===== src/rtl/ap_cam_ctrl_if.sv =====
// Host-side command/response bundle for the CAM sequencer.
// The host drives through the master modport and the sequencer through slave.
interface ap_cam_ctrl_if #(
  parameter int DATA_WIDTH     = 8,
  parameter int DATA_DEPTH     = 16,
  parameter int ADDR_WIDTH_CAM = 8
);
  logic                      cmd_valid;
  logic                      cmd_ready;
  logic [2:0]                cmd_op;
  logic [ADDR_WIDTH_CAM-1:0] cmd_addr;
  logic [DATA_WIDTH-1:0]     cmd_row_data;
  logic [DATA_DEPTH-1:0]     cmd_col_data;
  logic [DATA_WIDTH-1:0]     cmd_cmp_mask;
  logic [DATA_WIDTH-1:0]     cmd_wr_mask;
  logic                      cmd_key;
  logic                      rsp_valid;
  logic                      rsp_err;
  logic [DATA_WIDTH-1:0]     rsp_data_row;
  logic [DATA_DEPTH-1:0]     rsp_data_col;
  logic [DATA_DEPTH-1:0]     rsp_tag;
  logic                      rsp_hit;

  modport master (
    output cmd_valid, cmd_op, cmd_addr, cmd_row_data, cmd_col_data,
           cmd_cmp_mask, cmd_wr_mask, cmd_key,
    input  cmd_ready, rsp_valid, rsp_err, rsp_data_row, rsp_data_col,
           rsp_tag, rsp_hit
  );

  modport slave (
    input  cmd_valid, cmd_op, cmd_addr, cmd_row_data, cmd_col_data,
           cmd_cmp_mask, cmd_wr_mask, cmd_key,
    output cmd_ready, rsp_valid, rsp_err, rsp_data_row, rsp_data_col,
           rsp_tag, rsp_hit
  );
endinterface


===== src/rtl/ap_cam_ctrl.sv =====
// Command sequencer for the associative-processor CAM array: turns one host
// command at a time into cycle-exact array control and returns one response.
module ap_cam_ctrl #(
  parameter int         DATA_WIDTH     = 8,
  parameter int         DATA_DEPTH     = 16,
  parameter int         ADDR_WIDTH_CAM = 8,
  parameter logic [2:0] MODE_IDLE      = 3'd0,
  parameter logic [2:0] MODE_ROWXROW   = 3'd1,
  parameter logic [2:0] MODE_COLXCOL   = 3'd2,
  parameter logic [2:0] MODE_COPY_R    = 3'd4,
  parameter logic [2:0] MODE_COPY_A    = 3'd5
) (
  input  logic                      clk,
  input  logic                      rst_n,
  ap_cam_ctrl_if.slave              host,
  output logic [2:0]                ap_input_mode,
  output logic                      ap_rst_In,
  output logic [ADDR_WIDTH_CAM-1:0] ap_addr_input_rbr,
  output logic [ADDR_WIDTH_CAM-1:0] ap_addr_input_cbc,
  output logic [ADDR_WIDTH_CAM-1:0] ap_addr_output_rbr,
  output logic [ADDR_WIDTH_CAM-1:0] ap_addr_output_cbc,
  output logic [DATA_WIDTH-1:0]     ap_input_row,
  output logic [DATA_DEPTH-1:0]     ap_input_col,
  output logic [DATA_WIDTH-1:0]     ap_mask,
  output logic                      ap_key,
  output logic [DATA_DEPTH-1:0]     ap_tag,
  input  logic [DATA_WIDTH-1:0]     ap_Q_out_row,
  input  logic [DATA_DEPTH-1:0]     ap_Q_out_col,
  input  logic [DATA_DEPTH-1:0]     ap_tag_row
);
  typedef enum logic [2:0] {
    OP_NOP, OP_WR_ROW, OP_WR_COL, OP_RD_ROW, OP_RD_COL, OP_SEARCH, OP_SEARCH_TOGGLE, OP_COPY
  } op_t;
  typedef enum logic [2:0] {IDLE, EXEC, TOGGLE, RD1, RD2, RESP} state_t;

  localparam logic [ADDR_WIDTH_CAM-1:0] DEPTH_ADDR    = ADDR_WIDTH_CAM'(DATA_DEPTH);
  localparam logic [ADDR_WIDTH_CAM-1:0] WIDTH_ADDR    = ADDR_WIDTH_CAM'(DATA_WIDTH);
  localparam logic [ADDR_WIDTH_CAM-1:0] IDLE_ROW_ADDR = ADDR_WIDTH_CAM'(DATA_DEPTH + 3);
  localparam logic [ADDR_WIDTH_CAM-1:0] IDLE_COL_ADDR = ADDR_WIDTH_CAM'(DATA_WIDTH + 3);

  state_t                    state_reg, state_next;
  op_t                       op_reg;
  logic [ADDR_WIDTH_CAM-1:0] addr_reg;
  logic [DATA_WIDTH-1:0]     row_data_reg, cmp_mask_reg, wr_mask_reg;
  logic [DATA_DEPTH-1:0]     col_data_reg, tag_reg;
  logic                      key_reg;
  logic                      rsp_err_reg;
  logic [DATA_WIDTH-1:0]     rsp_row_reg;
  logic [DATA_DEPTH-1:0]     rsp_col_reg, rsp_tag_reg;
  logic                      addr_err, cmd_ready, rsp_valid;
  op_t                       cmd_op;

  assign cmd_op = op_t'(host.cmd_op);

  always_comb begin
    addr_err = 1'b0;
    case (cmd_op)
      OP_WR_ROW, OP_RD_ROW: addr_err = (host.cmd_addr >= DEPTH_ADDR);
      OP_WR_COL, OP_RD_COL: addr_err = (host.cmd_addr >= WIDTH_ADDR);
      default:              addr_err = 1'b0;
    endcase
  end

  always_ff @(posedge clk or negedge rst_n) begin
    if (!rst_n) state_reg <= IDLE;
    else        state_reg <= state_next;
  end

  always_comb begin
    state_next = state_reg;
    case (state_reg)
      IDLE:    if (host.cmd_valid)
                 state_next = (cmd_op == OP_NOP || addr_err) ? RESP : EXEC;
      EXEC:    if (op_reg == OP_RD_ROW || op_reg == OP_RD_COL) state_next = RD1;
               else if (op_reg == OP_SEARCH_TOGGLE)             state_next = TOGGLE;
               else                                             state_next = RESP;
      TOGGLE:  state_next = RESP;
      RD1:     state_next = RD2;
      RD2:     state_next = RESP;
      RESP:    state_next = IDLE;
      default: state_next = IDLE;
    endcase
  end

  // Idle drive is the default; only EXEC/TOGGLE/RD* override it.
  always_comb begin
    ap_input_mode      = MODE_IDLE;
    ap_rst_In          = 1'b1;
    ap_addr_input_rbr  = '0;
    ap_addr_input_cbc  = '0;
    ap_addr_output_rbr = IDLE_ROW_ADDR;
    ap_addr_output_cbc = IDLE_COL_ADDR;
    ap_input_row       = '0;
    ap_input_col       = '0;
    ap_mask            = '0;
    ap_key             = 1'b0;
    ap_tag             = '0;
    rsp_valid          = (state_reg == RESP);
    cmd_ready          = rst_n && (state_reg == IDLE);
    case (state_reg)
      EXEC: begin
        case (op_reg)
          OP_WR_ROW: begin
            ap_input_mode     = MODE_ROWXROW;
            ap_rst_In         = 1'b0;
            ap_addr_input_rbr = addr_reg;
            ap_input_row      = row_data_reg;
          end
          OP_WR_COL: begin
            ap_input_mode     = MODE_COLXCOL;
            ap_rst_In         = 1'b0;
            ap_addr_input_cbc = addr_reg;
            ap_input_col      = col_data_reg;
          end
          OP_SEARCH, OP_SEARCH_TOGGLE: begin
            ap_mask = cmp_mask_reg;
            ap_key  = key_reg;
          end
          OP_COPY: begin
            ap_input_mode = key_reg ? MODE_COPY_A : MODE_COPY_R;
            ap_rst_In     = 1'b0;
          end
          default: ;
        endcase
      end
      TOGGLE: begin
        ap_mask = wr_mask_reg;
        ap_tag  = tag_reg;
      end
      default: ;
    endcase
    // Read address and mode stay put until the registered array output is captured.
    if (state_reg == EXEC || state_reg == RD1 || state_reg == RD2) begin
      if (op_reg == OP_RD_ROW) begin
        ap_input_mode      = MODE_ROWXROW;
        ap_addr_output_rbr = addr_reg;
      end else if (op_reg == OP_RD_COL) begin
        ap_input_mode      = MODE_COLXCOL;
        ap_addr_output_cbc = addr_reg;
      end
    end
  end

  always_ff @(posedge clk or negedge rst_n) begin
    if (!rst_n) begin
      op_reg       <= OP_NOP;
      addr_reg     <= '0;
      row_data_reg <= '0;
      col_data_reg <= '0;
      cmp_mask_reg <= '0;
      wr_mask_reg  <= '0;
      key_reg      <= 1'b0;
      tag_reg      <= '0;
      rsp_err_reg  <= 1'b0;
      rsp_row_reg  <= '0;
      rsp_col_reg  <= '0;
      rsp_tag_reg  <= '0;
    end else begin
      if (state_reg == IDLE && host.cmd_valid) begin
        op_reg       <= cmd_op;
        addr_reg     <= host.cmd_addr;
        row_data_reg <= host.cmd_row_data;
        col_data_reg <= host.cmd_col_data;
        cmp_mask_reg <= host.cmd_cmp_mask;
        wr_mask_reg  <= host.cmd_wr_mask;
        key_reg      <= host.cmd_key;
        if (addr_err) begin
          rsp_row_reg <= '0;
          rsp_col_reg <= '0;
        end
      end
      // rsp_err changes only on the edge that enters RESP, so it holds between responses.
      if (state_next == RESP && state_reg != RESP)
        rsp_err_reg <= (state_reg == IDLE) && addr_err;
      if (state_reg == EXEC && (op_reg == OP_SEARCH || op_reg == OP_SEARCH_TOGGLE)) begin
        tag_reg <= ap_tag_row;
        if (op_reg == OP_SEARCH) rsp_tag_reg <= ap_tag_row;
      end
      if (state_reg == TOGGLE) rsp_tag_reg <= tag_reg;
      if (state_reg == RD2) begin
        if (op_reg == OP_RD_ROW) rsp_row_reg <= ap_Q_out_row;
        else                     rsp_col_reg <= ap_Q_out_col;
      end
    end
  end

  assign host.cmd_ready    = cmd_ready;
  assign host.rsp_valid    = rsp_valid;
  assign host.rsp_err      = rsp_err_reg;
  assign host.rsp_data_row = rsp_row_reg;
  assign host.rsp_data_col = rsp_col_reg;
  assign host.rsp_tag      = rsp_tag_reg;
  assign host.rsp_hit      = |rsp_tag_reg;
endmodule


===== src/flat_wrapper.sv =====
// flat-port wrapper written by rule: the top's interface ports become plain ports
module ap_cam_ctrl_flat 
#(
  parameter int         DATA_WIDTH     = 8,
  parameter int         DATA_DEPTH     = 16,
  parameter int         ADDR_WIDTH_CAM = 8,
  parameter logic [2:0] MODE_IDLE      = 3'd0,
  parameter logic [2:0] MODE_ROWXROW   = 3'd1,
  parameter logic [2:0] MODE_COLXCOL   = 3'd2,
  parameter logic [2:0] MODE_COPY_R    = 3'd4,
  parameter logic [2:0] MODE_COPY_A    = 3'd5
)
  (clk, rst_n, ap_input_mode, ap_rst_In, ap_addr_input_rbr, ap_addr_input_cbc, ap_addr_output_rbr, ap_addr_output_cbc, ap_input_row, ap_input_col, ap_mask, ap_key, ap_tag, ap_Q_out_row, ap_Q_out_col, ap_tag_row, host_cmd_valid, host_cmd_op, host_cmd_addr, host_cmd_row_data, host_cmd_col_data, host_cmd_cmp_mask, host_cmd_wr_mask, host_cmd_key, host_cmd_ready, host_rsp_valid, host_rsp_err, host_rsp_data_row, host_rsp_data_col, host_rsp_tag, host_rsp_hit);
  ap_cam_ctrl_if #(.DATA_WIDTH(DATA_WIDTH), .DATA_DEPTH(DATA_DEPTH), .ADDR_WIDTH_CAM(ADDR_WIDTH_CAM)) host_i ();
  input  logic clk;
  input  logic rst_n;
  output logic [2:0] ap_input_mode;
  output logic ap_rst_In;
  output logic [ADDR_WIDTH_CAM-1:0] ap_addr_input_rbr;
  output logic [ADDR_WIDTH_CAM-1:0] ap_addr_input_cbc;
  output logic [ADDR_WIDTH_CAM-1:0] ap_addr_output_rbr;
  output logic [ADDR_WIDTH_CAM-1:0] ap_addr_output_cbc;
  output logic [DATA_WIDTH-1:0] ap_input_row;
  output logic [DATA_DEPTH-1:0] ap_input_col;
  output logic [DATA_WIDTH-1:0] ap_mask;
  output logic ap_key;
  output logic [DATA_DEPTH-1:0] ap_tag;
  input  logic [DATA_WIDTH-1:0] ap_Q_out_row;
  input  logic [DATA_DEPTH-1:0] ap_Q_out_col;
  input  logic [DATA_DEPTH-1:0] ap_tag_row;
  input wire logic [$bits(host_i.cmd_valid)-1:0] host_cmd_valid;
  input wire logic [$bits(host_i.cmd_op)-1:0] host_cmd_op;
  input wire logic [$bits(host_i.cmd_addr)-1:0] host_cmd_addr;
  input wire logic [$bits(host_i.cmd_row_data)-1:0] host_cmd_row_data;
  input wire logic [$bits(host_i.cmd_col_data)-1:0] host_cmd_col_data;
  input wire logic [$bits(host_i.cmd_cmp_mask)-1:0] host_cmd_cmp_mask;
  input wire logic [$bits(host_i.cmd_wr_mask)-1:0] host_cmd_wr_mask;
  input wire logic [$bits(host_i.cmd_key)-1:0] host_cmd_key;
  output wire logic [$bits(host_i.cmd_ready)-1:0] host_cmd_ready;
  output wire logic [$bits(host_i.rsp_valid)-1:0] host_rsp_valid;
  output wire logic [$bits(host_i.rsp_err)-1:0] host_rsp_err;
  output wire logic [$bits(host_i.rsp_data_row)-1:0] host_rsp_data_row;
  output wire logic [$bits(host_i.rsp_data_col)-1:0] host_rsp_data_col;
  output wire logic [$bits(host_i.rsp_tag)-1:0] host_rsp_tag;
  output wire logic [$bits(host_i.rsp_hit)-1:0] host_rsp_hit;
  assign host_i.cmd_valid = host_cmd_valid;
  assign host_i.cmd_op = host_cmd_op;
  assign host_i.cmd_addr = host_cmd_addr;
  assign host_i.cmd_row_data = host_cmd_row_data;
  assign host_i.cmd_col_data = host_cmd_col_data;
  assign host_i.cmd_cmp_mask = host_cmd_cmp_mask;
  assign host_i.cmd_wr_mask = host_cmd_wr_mask;
  assign host_i.cmd_key = host_cmd_key;
  assign host_cmd_ready = host_i.cmd_ready;
  assign host_rsp_valid = host_i.rsp_valid;
  assign host_rsp_err = host_i.rsp_err;
  assign host_rsp_data_row = host_i.rsp_data_row;
  assign host_rsp_data_col = host_i.rsp_data_col;
  assign host_rsp_tag = host_i.rsp_tag;
  assign host_rsp_hit = host_i.rsp_hit;
  ap_cam_ctrl #(.DATA_WIDTH(DATA_WIDTH), .DATA_DEPTH(DATA_DEPTH), .ADDR_WIDTH_CAM(ADDR_WIDTH_CAM), .MODE_IDLE(MODE_IDLE), .MODE_ROWXROW(MODE_ROWXROW), .MODE_COLXCOL(MODE_COLXCOL), .MODE_COPY_R(MODE_COPY_R), .MODE_COPY_A(MODE_COPY_A)) u_core (.clk(clk), .rst_n(rst_n), .host(host_i), .ap_input_mode(ap_input_mode), .ap_rst_In(ap_rst_In), .ap_addr_input_rbr(ap_addr_input_rbr), .ap_addr_input_cbc(ap_addr_input_cbc), .ap_addr_output_rbr(ap_addr_output_rbr), .ap_addr_output_cbc(ap_addr_output_cbc), .ap_input_row(ap_input_row), .ap_input_col(ap_input_col), .ap_mask(ap_mask), .ap_key(ap_key), .ap_tag(ap_tag), .ap_Q_out_row(ap_Q_out_row), .ap_Q_out_col(ap_Q_out_col), .ap_tag_row(ap_tag_row));
endmodule

===== config.mk =====
export PLATFORM = sky130hd
export DESIGN_NAME = ap_cam_ctrl_flat
export DESIGN_NICKNAME = d
export VERILOG_FILES = /design/src/rtl/ap_cam_ctrl_if.sv /design/src/rtl/ap_cam_ctrl.sv /design/src/flat_wrapper.sv
export SDC_FILE = /design/constraint.sdc
export NUM_CORES = 1
export LEC_CHECK = 0
export CORE_MARGIN = 3
export CORE_UTILIZATION = 39
export DETAILED_ROUTE_END_ITERATION = 6
export PLACE_DENSITY_LB_ADDON = 0.12
export SETUP_SLACK_MARGIN = 0.4
export SLEW_MARGIN = 30
export SYNTH_ARGS = -nofsm -noshare
export SYNTH_HDL_FRONTEND = slang
export SYNTH_SLANG_ARGS = --single-unit

===== constraint.sdc =====
create_clock -name clk -period 2 [get_ports clk]
set_clock_uncertainty 0.1 [all_clocks]
set_input_delay 0.2 -clock clk [delete_from_list [all_inputs] [get_ports clk]]
set_output_delay 0.2 -clock clk [all_outputs]
set_load 0.05 [all_outputs]

-- Word-level counts from Yosys, hierarchy flattened
Index checks and enable logic that the tools add are counted.
- add/subtract/negate cells: 0
- $mul: 0
- div/mod/pow operators: 0
- order comparisons: 2
- equal/unequal tests: 18
- shifts and indexed selects: 0
- mux-type cells: 43
- bitwise operators: 0
- reductions and logical operators: 21
- operator list (kind ; count):
    16-bit two-way mux ; 10
    8-bit two-way mux ; 16
    3-bit equality test (second input constant) ; 8
    3-bit two-way mux ; 8
    3-bit by 2-bit equality test with 1-bit output (second input constant) ; 6
    8-bit case mux with 2 select lines ; 1
    16-bit OR reduction ; 1
    3-bit case mux with 4 select lines ; 1
    3-bit by 1-bit equality test with 1-bit output (second input constant) ; 3
    3-bit case mux with 3 select lines ; 1
    8-bit by 4-bit >= comparator with 1-bit output (second input constant) ; 1
    8-bit by 5-bit >= comparator with 1-bit output (second input constant) ; 1
    2-bit OR reduction ; 4
    3-bit logical NOT ; 2
    1-bit logical AND ; 5
    1-bit logical OR ; 5
    1-bit two-way mux ; 5
    2-bit nonzero test ; 2
    3-bit inequality test (second input constant) ; 1
    3-bit OR reduction ; 1
    1-bit case mux with 2 select lines ; 1
    2-bit AND reduction ; 1
- register bits: 112
- latch bits: 0
- RAM bits: 0
- memory bits (read-only): 0
- memories: 0

-- Logic depth before layout (Yosys ltp)
Gate-level depths: netlist of run 1.
- depth after elaboration: 9
- depth in mapped cells: 7
- mapped depth without buffers: 4

-- Worst setup path before layout of run 1
Ideal clock, no wire load.
- path type: reg-to-output
- start point: reg u_core.state_reg[1]
- end point: out host_cmd_ready
- data arrival time: 2.365 ns
- required time: 1.700 ns
- slack: -0.665 ns
- cell stages (with the launch flop): 4
- cell sequence: dfrtp_1 -> buf_2 -> clkbuf_1 -> nor4b_1
- longest elaborated chain between the ends: 2
- RTL lines (item ; RTL line ; source):
    start, declared ; ap_cam_ctrl.sv:41 ; state_t state_reg, state_next;
    start signal, assigned ; ap_cam_ctrl.sv:66 ; else state_reg <= state_next;
    3-bit logical NOT ; ap_cam_ctrl.sv:99 ; cmd_ready = rst_n && (state_reg == IDLE);
    1-bit logical AND ; ap_cam_ctrl.sv:99 ;
    end, declared ; flat_wrapper.sv:39 ; output wire logic [$bits(host_i.cmd_ready)-1:0] host_cmd_ready;
Every way passes these cells.

-- Final worst setup path of run 1
- start point: reg u_core.state_reg[2]
- end point: out ap_addr_input_cbc[2]
- longest elaborated chain between the ends: 2
- RTL lines (item ; RTL line ; source):
    3-bit by 1-bit equality test with 1-bit output ; ap_cam_ctrl.sv:100 ; case (state_reg)
    8-bit two-way mux ; ap_cam_ctrl.sv:100 ;
    end, declared ; flat_wrapper.sv:20 ; output logic [ADDR_WIDTH_CAM-1:0] ap_addr_input_cbc;
Every way passes these cells.

==> impl_metrics.ini, run 1 <==
[status]
outcome = finished with violations
failed_checks = setup timing

[clocking]
cts.clk_slew.worst_paths_ns = 0.08
htreeDepth = 3
clock-sinks = 112
clk_latency_ns = 0.36
tritoncts = yes
cts_inserted_buffers = 9
cts_root_buf = clkbuf_16
clockBufferDepth = 2

[global_route]
first_global_vias = 5172
grt_use_total = 0.252
antenna_found_initial = 0
grt.overflow.total = 0
grt_pass1_wl_um = 28900
grt_max_degree = 113

[setup_path]
criticalPathCategory = flip-flop to output port
cp-start-kind = flip-flop
cpMaxStageDelayCell = dfrtp_2
crit_family = simple AND/OR/NAND/NOR gates
required_ns = 1.70
crit_fanout = 6
crit_path_end_kind = output port
cpPeakStageDelay_ns = 0.46
cp_num_buf_inv = 3
worstPathCellList = nor3b_4, nand3b_1, nor2_4, buf_6, clkbuf_16, and2_4, buf_12
worstPathArrival_ns = 2.05
rrSetupSlack_ns = -0.25

[sta]
hold_slack_ns = 0.273
worst_slack_ns = -0.347
slew_viol_final = 0
finalCritPeriodShare = 1.17
slew_headroom = 0.590
finalHoldViolations = 0
setup_viol = 179
rsz0062_at_grt = true
period_needed_ns = 2.35
fmax_mhz = 426
tightestPinTransition_ns = 0.615

[final_layout]
fin_util = 0.829
area_delta_synth_final_pct = 103
layout-drive-gt1-share = 0.550
mostFrequentLayoutCells = dfrtp_1, clkdlybuf4s50_1, buf_12
final_common_cell = dfrtp_1
finalInstanceArea_mm2 = 0.0107
final_net_count = 845
antenna_cells = 0

[synth]
synth-edff-count = 0
avgSynthCellArea_um2 = 11.7
netlist_instances = 451
syn_area_mm2 = 0.00527
synth_area_leaders = dfrtp_1, mux2_2, and2_1
synth.yosys.warnings = 0
synth-async-reset-ratio = 1.00
synthesis.nets = 546
synth_ff_type = dfrtp_1
yosysSeqAreaShare = 0.532
synth.top_cell.area_share = 0.532
yosysTopAreaCell = dfrtp_1
synth_cell_types = 45
ys_ff_latch = 112

[power_and_ir_drop]
p_per_area_mw_per_mm2 = 1440
ir_drop_v = 0.000866
leakagePower_nw = 4.89
power_mw = 15.5

[placement]
place_area_mm2 = 0.00924
hpwl_um = 12100
portBuffers = 223
gp_congestion = 0.816

[floorplan]
die_h_um = 122
num_io_pins = 224
die_area_mm2 = 0.0149
die_w_um = 122
start_util = 0.408
core_region_area_mm2 = 0.0129
num_rows = 41

[route]
vias = 4818
via_per_inst = 5.20
wl_per_cell_um = 21.5
drt-total-wl_um = 19900
drt_iter0_drc = 312
route.detailed.drc = 0
postRouteAntennaNets = 0
first_pass_iters = 4

[run]
drv_cap = 0

[hold_path]
min_path_type = primary input to flip-flop
## tightest hold or removal path, cell delays in order
cell and delay, ns:
clkdlybuf4s50_1 0.39, nand2_1 0.05, o21ai_1 0.05
## worst paths after layout
path | start | endpoint | depth (start not counted)
max | u_core.state_reg[2]$_DFF_PN0_ | ap_addr_input_cbc[2] | 7
min reg2reg | u_core.row_data_reg[2]$_DFFE_PN0P_ | u_core.row_data_reg[2]$_DFFE_PN0P_ | 1
min in group asynchronous | rst_n | u_core.tag_reg[3]$_DFFE_PN0P_ | 3
min | ap_Q_out_col[10] | u_core.host.rsp_data_col[10]$_DFF_PN0_ | 3
max in group asynchronous | rst_n | u_core.op_reg[1]$_DFFE_PN0P_ | 3
max reg2reg | u_core.state_reg[2]$_DFF_PN0_ | u_core.host.rsp_tag[0]$_DFFE_PN0P_ | 11
## routing by layer
metal | GRT usage | wire length [um] | up-vias
met5 | 0 | 0 | -
met4 | 0.0777 | 448 | 0
met3 | 0.0567 | 1040 | 27
met2 | 0.455 | 10700 | 167
met1 | 0.299 | 7700 | 2431
li1 | - | - | 2193
## Yosys cell counts (2+ instances only)
| cell type | count |
|---|---|
| a211o_1 | 17 |
| a21oi_1 | 4 |
| a22o_1 | 8 |
| and2_1 | 53 |
| and3_1 | 34 |
| and3b_1 | 3 |
| buf_2 | 14 |
| buf_4 | 4 |
| buf_6 | 3 |
| clkbuf_1 | 6 |
| clkbuf_2 | 3 |
| dfrtp_1 | 112 |
| mux2_1 | 11 |
| mux2_2 | 56 |
| mux2i_1 | 8 |
| nand2_1 | 40 |
| nand2b_1 | 4 |
| nand3_1 | 2 |
| nand3b_1 | 2 |
| nor2_1 | 12 |
| nor2_2 | 2 |
| nor2b_1 | 4 |
| nor3b_4 | 3 |
| nor4_1 | 5 |
| o21ai_0 | 9 |
| o21ai_1 | 11 |
| or3_1 | 3 |
## through the flow
step	setup slack [ns]	setup TNS (ns)	instances
finish	-0.347	-28.63	927
global route	-0.418	-39.77	927
CTS	-0.231	-16.72	909
detailed placement	-0.0963	-1.91	839
global placement	-0.0444	-0.180	839
floorplan	0.0844	0	451
## power by group
part / total [mW] / internal (mW) / switching (mW)
combinational: 9.35 / 4.69 / 4.66
sequential: 4.36 / 3.40 / 0.958
clock: 1.77 / 0.873 / 0.898
total: 15.5 / 8.97 / 6.51
## kinds of logic after synthesis
| family | count (synthesis) | share of synthesized area |
|---|---|---|
| multiplexers | 75 | 0.158 |
| flip-flops | 112 | 0.532 |
| AO/OA/AOI/OAI | 57 | 0.0767 |
| buffers and inverters | 32 | 0.0340 |
| XOR/XNOR | 1 | 0.00166 |
| AND/OR/NAND/NOR | 174 | 0.197 |
## area by class of cell
cell class / instances / area, um2
well taps: 172 / 215
multi-input cells: 308 / 3070
clock inverters: 7 / 65.1
clock buffers: 9 / 225
fillers: 686 / 2210
flip-flops and latches: 112 / 2830
inverters: 1 / 3.75
repair buffers: 318 / 4310
## what timing repair did
item | in CTS | in global routing
resized for setup | 128 | 40
pin swaps | 32 | 41
setup buffers | 40 | 13
hold endpoints to repair | 112 | 0
hold buffers | 1 | 0
endpoints found under the setup margin | 239 | 212
gates cloned | 13 | 5
No activity file was read; power rests on OpenSTA's default activity.
==> run 2, diff against run 1 <==
--- a/config.mk
+++ b/config.mk
@@ -6,9 +6,10 @@
 export NUM_CORES = 1
 export LEC_CHECK = 0
 export CORE_MARGIN = 3
-export CORE_UTILIZATION = 39
+export CORE_UTILIZATION = 38
 export DETAILED_ROUTE_END_ITERATION = 6
 export PLACE_DENSITY_LB_ADDON = 0.12
+export REMOVE_ABC_BUFFERS = 1
 export SETUP_SLACK_MARGIN = 0.4
 export SLEW_MARGIN = 30
 export SYNTH_ARGS = -nofsm -noshare
==> constraint.sdc (replaced) <==
create_clock -name clk -period 2.1 [get_ports clk]
set_clock_uncertainty 0.1 [all_clocks]
set_input_delay 0.21 -clock clk [delete_from_list [all_inputs] [get_ports clk]]
set_output_delay 0.21 -clock clk [all_outputs]
set_load 0.05 [all_outputs]
==> impl_metrics.ini, run 2 (synthesized netlist as in run 1, its figures left out) <==
[placement]
dp_cells = 840
dp_slack_ns = 0.126
hpwl_um = 11600
gp_congestion = 0.819
portBuffers = 223

[setup_path]
cp_common_cell = buf_12
criticalPathCategory = flip-flop to output port
crit_fanout = 12
worstPathArrival_ns = 1.95
cp_num_buf_inv = 2
crit_path_end_kind = output port
cpPeakStageDelay_ns = 0.46
cpMaxStageDelayCell = dfrtp_2
cp-start-kind = flip-flop
required_ns = 1.79
crit_family = simple AND/OR/NAND/NOR gates
worstPathCellList = nor3b_4, nand3b_1, nor2_4, buf_12, and2_1, buf_12

[sta]
worst_slack_ns = -0.158
period_needed_ns = 2.26
slew_viol_final = 0
finalCritPeriodShare = 1.08
finalHoldViolations = 0
fmax_mhz = 443
setup_viol = 74
tightestPinTransition_ns = 0.621
rsz0062_at_grt = true
slew_headroom = 0.586
setup_tns_ns = -6.13

[floorplan]
num_io_pins = 224
core_region_area_mm2 = 0.0134
start_util = 0.393
die_h_um = 124
die_area_mm2 = 0.0153
num_rows = 42
die_w_um = 124

[clocking]
clock-sinks = 112
tritoncts = yes
clockBufferDepth = 2
cts_inserted_buffers = 9
clk_latency_ns = 0.37
htreeDepth = 3
cts.clk_slew.worst_paths_ns = 0.08
cts_root_buf = clkbuf_16

[status]
outcome = finished with violations
failed_checks = setup timing

[power_and_ir_drop]
power_frac_seq = 0.286
leakagePower_nw = 4.88
clockPowerShare = 0.126
p_per_area_mw_per_mm2 = 1380
swShare = 0.420
power.internal_mw = 8.28
ir_drop_v = 0.00114
p_sw_mw = 6.01
power_frac_comb = 0.588
power_mw = 14.3

[route]
first_pass_iters = 5
drt-total-wl_um = 18900
vias = 4738
via_per_inst = 5.22
drt_iter0_drc = 325
route.layer.met1.wl_um = 7090
route.detailed.drc = 0
postRouteAntennaNets = 0
highest_layer = met4
wl_per_cell_um = 20.9
wl_met3_um = 1270
route.met2.wl_um = 10200

[global_route]
grt_max_degree = 113
antenna_found_initial = 0
first_global_vias = 4864
grt_pass1_wl_um = 26700
grt_use_total = 0.229
grt.overflow.total = 0

[final_layout]
final_net_count = 821
layout-drive-gt1-share = 0.472
area_delta_synth_final_pct = 96.1
fin_util = 0.771
mostFrequentLayoutCells = dfrtp_1, clkdlybuf4s50_1, buf_12
antenna_cells = 0
final_common_cell = dfrtp_1
final_cells = 907

[hold_path]
min_path_type = primary input to flip-flop

[run]
drv_cap = 0
-- run 2: metrics by stage --
| step | hold slack (ns) | instance area, um2 |
|---|---|---|
| after floorplan | -0.186 | 5090 |
| after global placement | 0.260 | 8570 |
| after detailed placement | 0.266 | 8570 |
| after CTS | 0.277 | 9760 |
| after global routing | 0.278 | 10300 |
| final | 0.280 | 10300 |
-- run 2: layout make-up --
cell class / instances / area [um2]
tap: 176 / 220
timing repair buffer: 294 / 4140
clock buffer: 10 / 229
inverter: 1 / 3.75
sequential: 112 / 2810
clock inverter: 6 / 76.3
multi-input combinational: 308 / 2850
fill: 790 / 3070
-- run 2: final timing paths --
check / slack (ns) / cells past startpoint / end / startpoint
max: -0.16 / 6 / ap_addr_input_cbc[4] / u_core.state_reg[1]$_DFF_PN0_
max reg2reg: 0 / 7 / u_core.col_data_reg[4]$_DFFE_PN0P_ / u_core.state_reg[1]$_DFF_PN0_
min in group asynchronous: 0.43 / 3 / u_core.col_data_reg[4]$_DFFE_PN0P_ / rst_n
min: 0.28 / 3 / u_core.host.rsp_data_col[14]$_DFF_PN0_ / ap_Q_out_col[14]
max in group asynchronous: 0.94 / 3 / u_core.op_reg[0]$_DFFE_PN0P_ / rst_n
min reg2reg: 0.40 / 1 / u_core.tag_reg[6]$_DFFE_PN0P_ / u_core.tag_reg[6]$_DFFE_PN0P_
-- run 2: what timing repair did --
action	CTS	global route
hold endpoints to repair	112	0
pin swaps	24	35
endpoints found under the setup margin	238	234
setup buffers	24	11
gates cloned	8	7
resized for setup	140	93
hold buffers	1	0
-- run 2: worst reg2reg max path, cell delays in order (launching register included) --
cell	delay [ns]
dfrtp_2	0.46
buf_4	0.19
buf_4	0.16
nor4b_4	0.22
buf_6	0.17
buf_6	0.11
bufbuf_16	0.25
mux2_2	0.33
-- run 2: power groups by stage --
stage / clock (mW) / sequential (mW) / combinational [mW]
finish: 1.81 / 4.08 / 8.40
floorplan: 0 / 5.02 / 2.76
CTS: 1.82 / 3.99 / 7.74
global placement: 0 / 3.88 / 6.44
detailed placement: 0 / 3.95 / 6.58
global route: 1.92 / 4.21 / 8.80
-- run 2: routing by layer --
layer  global-route usage  vias to the layer above
li1                     -                     2148
met1                0.269                     2383
met2                0.412                      180
met3               0.0631                       27
met4               0.0595                        0
met5                    0                        -
